[src/rtl/seq_pkg.sv]
// rtl/seq_pkg.sv - shared state, config types and defaults for the serial scan controller
package seq_pkg;

  localparam int MAX_LEN_DEF = 8;
  localparam int WIN_W_DEF   = 16;
  localparam int CNT_W_DEF   = 8;
  localparam int LEN_W_DEF   = $clog2(MAX_LEN_DEF + 1);

  typedef enum logic [1:0] {
    IDLE,
    ARM,
    SCAN,
    DONE
  } state_e;

  typedef struct packed {
    logic [MAX_LEN_DEF-1:0] pattern;
    logic [LEN_W_DEF-1:0]   len;
    logic                   overlap;
    logic [WIN_W_DEF-1:0]   window;
    logic [CNT_W_DEF-1:0]   target;
  } cfg_t;

  function automatic logic cfg_legal(input cfg_t cfg);
    return (cfg.len != '0) && (cfg.len <= LEN_W_DEF'(MAX_LEN_DEF)) && (cfg.window != '0);
  endfunction

endpackage

[src/rtl/seq_scan_ctrl_if.sv]
// rtl/seq_scan_ctrl_if.sv - run request, config, serial input and status bundle
interface seq_scan_ctrl_if
  import seq_pkg::*;
#(
  parameter int MAX_LEN = MAX_LEN_DEF,
  parameter int WIN_W   = WIN_W_DEF,
  parameter int CNT_W   = CNT_W_DEF
) ();
  localparam int LEN_W = $clog2(MAX_LEN + 1);

  logic               start;
  logic               abort;
  logic [MAX_LEN-1:0] cfg_pattern;
  logic [LEN_W-1:0]   cfg_len;
  logic               cfg_overlap;
  logic [WIN_W-1:0]   cfg_window;
  logic [CNT_W-1:0]   cfg_target;
  logic               in;
  logic               in_valid;
  logic               busy;
  logic               done;
  logic               match;
  logic [CNT_W-1:0]   match_count;
  logic               hit;
  logic               cfg_err;

  modport master (
    output start, abort, cfg_pattern, cfg_len, cfg_overlap, cfg_window, cfg_target,
           in, in_valid,
    input  busy, done, match, match_count, hit, cfg_err
  );

  modport slave (
    input  start, abort, cfg_pattern, cfg_len, cfg_overlap, cfg_window, cfg_target,
           in, in_valid,
    output busy, done, match, match_count, hit, cfg_err
  );

endinterface

[src/rtl/seq_match_core.sv]
// rtl/seq_match_core.sv - shift register, fill counter and masked pattern comparator
module seq_match_core
  import seq_pkg::*;
#(
  parameter int MAX_LEN = MAX_LEN_DEF,
  parameter int LEN_W   = $clog2(MAX_LEN + 1)
) (
  input  logic               clk,
  input  logic               rst,
  input  logic               clr,
  input  logic               shift,
  input  logic               shift_bit,
  input  logic [MAX_LEN-1:0] pattern,
  input  logic [LEN_W-1:0]   len,
  input  logic               overlap,
  output logic               match,
  output logic               match_nxt
);

  logic [MAX_LEN-1:0] sr_q, sr_d, sr_shift, len_mask;
  logic [LEN_W-1:0]   fill_q, fill_d, fill_inc;
  logic               match_q, match_d, hit;

  always_comb begin
    len_mask = '0;
    for (int i = 0; i < MAX_LEN; i++) begin
      len_mask[i] = (LEN_W'(i) < len);
    end
    sr_shift = {sr_q[MAX_LEN-2:0], shift_bit};
    fill_inc = (fill_q == LEN_W'(MAX_LEN)) ? fill_q : fill_q + LEN_W'(1);
    hit      = (fill_inc >= len) && ((sr_shift & len_mask) == (pattern & len_mask));

    sr_d    = sr_q;
    fill_d  = fill_q;
    match_d = 1'b0;
    if (clr) begin
      sr_d   = '0;
      fill_d = '0;
    end else if (shift) begin
      sr_d    = sr_shift;
      match_d = hit;
      // Without overlap the matched bits must not count toward the next match.
      fill_d  = (hit && !overlap) ? '0 : fill_inc;
    end
  end

  always_ff @(posedge clk or posedge rst) begin
    if (rst) begin
      sr_q    <= '0;
      fill_q  <= '0;
      match_q <= 1'b0;
    end else begin
      sr_q    <= sr_d;
      fill_q  <= fill_d;
      match_q <= match_d;
    end
  end

  assign match     = match_q;
  assign match_nxt = match_d;

endmodule

[src/rtl/seq_scan_ctrl.sv]
// rtl/seq_scan_ctrl.sv - run FSM, shadow config, bit/match counters and handshake outputs
module seq_scan_ctrl
  import seq_pkg::*;
#(
  parameter int MAX_LEN = MAX_LEN_DEF,
  parameter int WIN_W   = WIN_W_DEF,
  parameter int CNT_W   = CNT_W_DEF
) (
  input logic            clk,
  input logic            rst,
  seq_scan_ctrl_if.slave bus
);

  localparam int LEN_W = $clog2(MAX_LEN + 1);

  state_e           state_q, state_d;
  cfg_t             cfg_q, cfg_d, cfg_in;
  logic [WIN_W-1:0] bits_q, bits_d;
  logic [CNT_W-1:0] cnt_q, cnt_d;
  logic             busy_q, busy_d;
  logic             done_q, done_d;
  logic             hit_q, hit_d;
  logic             err_q, err_d;
  logic             tgt_hit;
  logic             core_clr, core_shift, core_match, core_match_nxt;

  assign core_clr   = (state_q == ARM);
  assign core_shift = (state_q == SCAN) && bus.in_valid && !bus.abort;

  seq_match_core #(
    .MAX_LEN (MAX_LEN),
    .LEN_W   (LEN_W)
  ) u_core (
    .clk       (clk),
    .rst       (rst),
    .clr       (core_clr),
    .shift     (core_shift),
    .shift_bit (bus.in),
    .pattern   (cfg_q.pattern),
    .len       (cfg_q.len),
    .overlap   (cfg_q.overlap),
    .match     (core_match),
    .match_nxt (core_match_nxt)
  );

  always_comb begin
    cfg_in.pattern = bus.cfg_pattern;
    cfg_in.len     = bus.cfg_len;
    cfg_in.overlap = bus.cfg_overlap;
    cfg_in.window  = bus.cfg_window;
    cfg_in.target  = bus.cfg_target;
  end

  always_comb begin
    state_d = state_q;
    cfg_d   = cfg_q;
    bits_d  = bits_q;
    cnt_d   = cnt_q;
    hit_d   = hit_q;
    err_d   = 1'b0;
    tgt_hit = 1'b0;

    case (state_q)
      IDLE: begin
        if (bus.start) begin
          if (cfg_legal(cfg_in)) begin
            state_d = ARM;
            cfg_d   = cfg_in;
            cnt_d   = '0;
            hit_d   = 1'b0;
          end else begin
            err_d = 1'b1;
          end
        end
      end
      ARM: begin
        bits_d  = '0;
        state_d = bus.abort ? IDLE : SCAN;
      end
      SCAN: begin
        if (bus.abort) begin
          state_d = IDLE;
        end else if (bus.in_valid) begin
          bits_d = bits_q + WIN_W'(1);
          if (core_match_nxt && (cnt_q != '1)) begin
            cnt_d = cnt_q + CNT_W'(1);
          end
          // The exit decision must see the match of the bit accepted this edge.
          tgt_hit = core_match_nxt && (cfg_q.target != '0) && (cnt_d == cfg_q.target);
          if (tgt_hit || (bits_d == cfg_q.window)) begin
            state_d = DONE;
            hit_d   = tgt_hit;
          end
        end
      end
      DONE: begin
        state_d = IDLE;
      end
      default: begin
        state_d = IDLE;
      end
    endcase

    busy_d = (state_d == ARM) || (state_d == SCAN);
    done_d = (state_d == DONE);
  end

  always_ff @(posedge clk or posedge rst) begin
    if (rst) begin
      state_q <= IDLE;
      cfg_q   <= '0;
      bits_q  <= '0;
      cnt_q   <= '0;
      busy_q  <= 1'b0;
      done_q  <= 1'b0;
      hit_q   <= 1'b0;
      err_q   <= 1'b0;
    end else begin
      state_q <= state_d;
      cfg_q   <= cfg_d;
      bits_q  <= bits_d;
      cnt_q   <= cnt_d;
      busy_q  <= busy_d;
      done_q  <= done_d;
      hit_q   <= hit_d;
      err_q   <= err_d;
    end
  end

  assign bus.busy        = busy_q;
  assign bus.done        = done_q;
  assign bus.match       = core_match;
  assign bus.match_count = cnt_q;
  assign bus.hit         = hit_q;
  assign bus.cfg_err     = err_q;

endmodule

[src/flat_wrapper.sv]
// flat-port wrapper written by rule: the top's interface ports become plain ports
module seq_scan_ctrl_flat import seq_pkg::*;
#(
  parameter int MAX_LEN = MAX_LEN_DEF,
  parameter int WIN_W   = WIN_W_DEF,
  parameter int CNT_W   = CNT_W_DEF
)
  (clk, rst, bus_start, bus_abort, bus_cfg_pattern, bus_cfg_len, bus_cfg_overlap, bus_cfg_window, bus_cfg_target, bus_in, bus_in_valid, bus_busy, bus_done, bus_match, bus_match_count, bus_hit, bus_cfg_err);
  seq_scan_ctrl_if #(.MAX_LEN(MAX_LEN), .WIN_W(WIN_W), .CNT_W(CNT_W)) bus_i ();
  input logic clk;
  input logic rst;
  input wire logic [$bits(bus_i.start)-1:0] bus_start;
  input wire logic [$bits(bus_i.abort)-1:0] bus_abort;
  input wire logic [$bits(bus_i.cfg_pattern)-1:0] bus_cfg_pattern;
  input wire logic [$bits(bus_i.cfg_len)-1:0] bus_cfg_len;
  input wire logic [$bits(bus_i.cfg_overlap)-1:0] bus_cfg_overlap;
  input wire logic [$bits(bus_i.cfg_window)-1:0] bus_cfg_window;
  input wire logic [$bits(bus_i.cfg_target)-1:0] bus_cfg_target;
  input wire logic [$bits(bus_i.in)-1:0] bus_in;
  input wire logic [$bits(bus_i.in_valid)-1:0] bus_in_valid;
  output wire logic [$bits(bus_i.busy)-1:0] bus_busy;
  output wire logic [$bits(bus_i.done)-1:0] bus_done;
  output wire logic [$bits(bus_i.match)-1:0] bus_match;
  output wire logic [$bits(bus_i.match_count)-1:0] bus_match_count;
  output wire logic [$bits(bus_i.hit)-1:0] bus_hit;
  output wire logic [$bits(bus_i.cfg_err)-1:0] bus_cfg_err;
  assign bus_i.start = bus_start;
  assign bus_i.abort = bus_abort;
  assign bus_i.cfg_pattern = bus_cfg_pattern;
  assign bus_i.cfg_len = bus_cfg_len;
  assign bus_i.cfg_overlap = bus_cfg_overlap;
  assign bus_i.cfg_window = bus_cfg_window;
  assign bus_i.cfg_target = bus_cfg_target;
  assign bus_i.in = bus_in;
  assign bus_i.in_valid = bus_in_valid;
  assign bus_busy = bus_i.busy;
  assign bus_done = bus_i.done;
  assign bus_match = bus_i.match;
  assign bus_match_count = bus_i.match_count;
  assign bus_hit = bus_i.hit;
  assign bus_cfg_err = bus_i.cfg_err;
  seq_scan_ctrl #(.MAX_LEN(MAX_LEN), .WIN_W(WIN_W), .CNT_W(CNT_W)) u_core (.clk(clk), .rst(rst), .bus(bus_i));
endmodule
[config.mk]
export PLATFORM = sky130hd
export DESIGN_NAME = seq_scan_ctrl_flat
export DESIGN_NICKNAME = d
export VERILOG_FILES = /design/src/rtl/seq_pkg.sv /design/src/rtl/seq_scan_ctrl_if.sv /design/src/rtl/seq_match_core.sv /design/src/rtl/seq_scan_ctrl.sv /design/src/flat_wrapper.sv
export SDC_FILE = /design/constraint.sdc
export NUM_CORES = 1
export LEC_CHECK = 0
export CAP_MARGIN = 20
export CORE_MARGIN = 4
export CORE_UTILIZATION = 50
export CTS_BUF_LIST = sky130_fd_sc_hd__clkbuf_8
export CTS_CLUSTER_SIZE = 40
export DETAILED_ROUTE_END_ITERATION = 10
export PLACE_DENSITY = 0.73
export REMOVE_ABC_BUFFERS = 1
export SETUP_SLACK_MARGIN = 0.3
export SLEW_MARGIN = 30
export SYNTH_ARGS = -nofsm -noshare
export SYNTH_HDL_FRONTEND = slang
export SYNTH_SLANG_ARGS = --single-unit
[constraint.sdc]
create_clock -name clk -period 8 [get_ports clk]
set_input_delay 1.6 -clock clk [delete_from_list [all_inputs] [get_ports clk]]
set_output_delay 1.6 -clock clk [all_outputs]
set_load 0.005 [all_outputs]
==> impl_results.md <==
* Inserted Clock Buffers at 9
* Hold WC Path Type: flop to flop
* Critical path class: primary input to flop
* Synth warn at 0
* Worst Skew at around 0.0094 ns
* Status: finished clean
* Core ar. at 0.00864 mm^2
* CTS clk-pin slew, worst paths at 0.08 ns
* EDFF count, synth at 0
* Cell taking the most area after synthesis: dfrtp_1
* Share of layout cells above drive strength 1 at 0.0574
* Gr usage total at 0.215
* Vias in the first global route at 3505
* Placer Congestion at just over 0.9
* Mean area per synthesized cell at around 9.5 um^2
* Worst slew pin tran at 0.869 ns
* Cell count after synthesis at roughly 470
* Drt pass-1 iters at 5
* CTS Root Cell: clkbuf_8
* Clk_lat worst skew at about 0.36 ns
* CP delay by family, top: compound AO/OA/AOI/OAI gates
* # rows at 34
* Combinational family with the most area after synthesis: simple AND/OR/NAND/NOR gates
* Via Count at 3689
* Final hold slack at around 0.5 ns
* Period utilisation layout at 0.570
* Pwr Density at 199 mW/mm^2
* Worst Setup End Kind: flop
* Top cells by area, synth: dfrtp_1, nand2_1, xnor2_1
* I/O Pins at 56
* Min Clock Period, post-route at approximately 4.6 ns
* Die H at around 100 um
* Critical path startpoint category: primary input
* Adder-Cell Fraction of Synth Area at 0.0255
* Tot Pwr at 1.05 mW
* XOR/XNOR Fraction of Synth Area at 0.0833
* Synth async-reset ratio at 1.00
* Sequential fraction of the synthesis area at 0.448
* Initial antenna violation count at 0
* VDD IR max at between 100 and 150 uV
* Drt first-iter violations at about 180
* Number of synthesized register bits at around 80
* Fmax at approximately 220 MHz
* CP cell instances: clkdlybuf4s50_1 -> nand4bb_1 -> buf_4 -> a311oi_1 -> nand4_1 -> nor4_1 -> a211o_1 -> a31oi_1 -> o31ai_1 -> ha_1
* Die area at 0.0104 mm^2
* Area Overhead vs Synth at 19.7%
* Routed Wire Length at ~11000 um
* Synth Area in Compound Gates at 0.141
* GRT Residual Overflow at 0
* RSZ-0062 raised after global routing: no
* Simple logic cell fraction of the synthesized area at 0.209
* Die Wd at about 100 um
* Post-DRT Antenna Nets at 0
* DR WL/cell at approximately 17 um
* Post-CTS setup buffers at 0
* Largest net degree at the start of global routing at 51
* Core Util, Final at 0.612
* # diodes at 0
* DRC at 0
* Max transition margin at 0.417
* H-tree lvl count at 3
* Fin. max-slew vios at 0
* Port-buffer cells at 55
* CP Max Fanout at 35
* Distinct cells, synth at 61
* TritonCTS clock tree: yes
* Max Buffers Root-to-Sink at 2
* Worst Path Buf+Inv at 2
* Worst Path Arrival at ~4.8 ns
* Max stage delay cell, worst path: a311oi_1
* Final hold violation count at 0
* Setup WS pre-CTS at ~3.2 ns
* Final setup fails at 0
* Final WS setup at 3.44 ns
* Top-area cell type share of the netlist area at 0.448
* TNS Setup at 0 ns
* DP HPWL at ~7600 um
* Top FF cell, synth: dfrtp_1
* CP max stage delay at between 0.7 and 0.8 ns
* Via density at roughly 5.8
* Hold buffers post-CTS at 0
* Number of clock sinks at 79
* CP required at 8.24 ns
* Mux contribution to synthesized area at 0.0624
* Maxcap violations at 0
* Leakage Power at ~2.3 nW
* Nets at 570
* First-pass GRT wire length at roughly 17000 um
* Post-CTS sizing at 0
* Starting Density at 0.511
* Post-Syn Area at 0.00441 mm^2
## stage by stage
step / cell area, um^2 / std cells
floorplan: 4330 / 447
global placement: 5060 / 614
detailed placement: 5090 / 615
CTS: 5280 / 631
global route: 5280 / 631
finish: 5280 / 631
## worst min-delay path: cells and delay by family (launching register included)
kind	cells	cell delay (ns)
AND/OR/NAND/NOR	2	0.11
flip-flops	1	0.36
## flip-flops by register name, indices dropped and copies added, names as in the netlist
signal / flops
u_core.cfg_q: 37
u_core.bits_q: 16
u_core.bus.match_count: 8
u_core.u_core.sr_q: 7
u_core.u_core.fill_q: 4
u_core.state_q: 2
u_core.bus.busy: 1
u_core.bus.cfg_err: 1
u_core.bus.done: 1
u_core.bus.hit: 1
u_core.u_core.match: 1
## final cells by class
cell class	instances	area [um^2]
inverter	15	56.3
multi-input combinational	353	2320
sequential	79	1980
fill	734	3350
clock inverter	3	16.3
tap	108	135
clock buffer	13	179
timing repair buffer	60	601
## report_power, final
group / total (mW) / leakage [nW] / switching, mW / internal [mW]
Clock: 0.290 / 0.103 / 0.145 / 0.145
Combinational: 0.252 / 1.14 / 0.131 / 0.121
Sequential: 0.511 / 1.03 / 0.0568 / 0.454
Total: 1.05 / 2.28 / 0.332 / 0.721
## per-layer routing
| metal | GRT usage | vias to the layer above | part of all wire |
|---|---|---|---|
| li1 | - | 1770 | - |
| met3 | 0.0294 | 15 | 0.059 |
| met2 | 0.332 | 126 | 0.46 |
| met5 | 0 | - | 0 |
| met4 | 0.0777 | 0 | 0.018 |
| met1 | 0.309 | 1778 | 0.46 |
## synthesized netlist by cell type (5+ instances only)
library cell  number
dfrtp_1           79
nand4_1            6
nor3_1             6
mux2i_1            5
mux2_1            20
nand2_1           96
nor4_1             9
clkbuf_1          17
ha_1               9
and2_1             5
nand3_1           24
o21ai_1           19
nor2_1            13
inv_1             14
o21ai_0            7
a31oi_1            9
o31ai_1            9
xnor2_1           28
xor2_1            14
a21oi_1           13
nand2b_1           5
## placed cells by master, fill, tap and decap left out, types with 3 or more instances in the layout
cell,n
a211o_1,3
a21oi_1,12
a22o_1,3
a22oi_1,3
a31oi_1,9
a32o_1,3
and2_1,5
and4_1,3
buf_4,4
clkbuf_8,13
clkdlybuf4s50_1,55
dfrtp_1,79
ha_1,9
inv_1,14
mux2_1,20
mux2i_1,5
nand2_1,96
nand2b_1,5
nand3_1,24
nand4_1,6
nor2_1,13
nor3_1,6
nor4_1,9
o211ai_1,3
o21ai_0,7
o21ai_1,19
o22ai_1,3
o31ai_1,9
xnor2_1,28
xor2_1,14
## worst paths after layout
kind	start	to	slack, ns	cells past startpoint
setup / recovery	bus_abort	u_core.bus.busy$_DFF_PP0_	3.44	10
hold / removal	u_core.cfg_q[32]$_DFFE_PP0P_	u_core.cfg_q[32]$_DFFE_PP0P_	0.50	2
setup reg to reg	u_core.u_core.fill_q[0]$_DFFE_PP0P_	u_core.bus.busy$_DFF_PP0_	4.35	14
hold reg to reg	u_core.cfg_q[32]$_DFFE_PP0P_	u_core.cfg_q[32]$_DFFE_PP0P_	0.50	2
max in group asynchronous	rst	u_core.bus.match_count[4]$_DFFE_PP0P_	5.67	4
min in group asynchronous	rst	u_core.bits_q[1]$_DFFE_PP0P_	1.74	3
## cell families after synthesis
kind of cell	count (synthesis)
and+or+nand+nor	187
AOI/OAI and AO/OA	90
DFF	79
xor gates and xnor gates	42
buffers and inverters	35
muxes	25
adders and majority gates	9
Power figures use the tool's default switching activity.
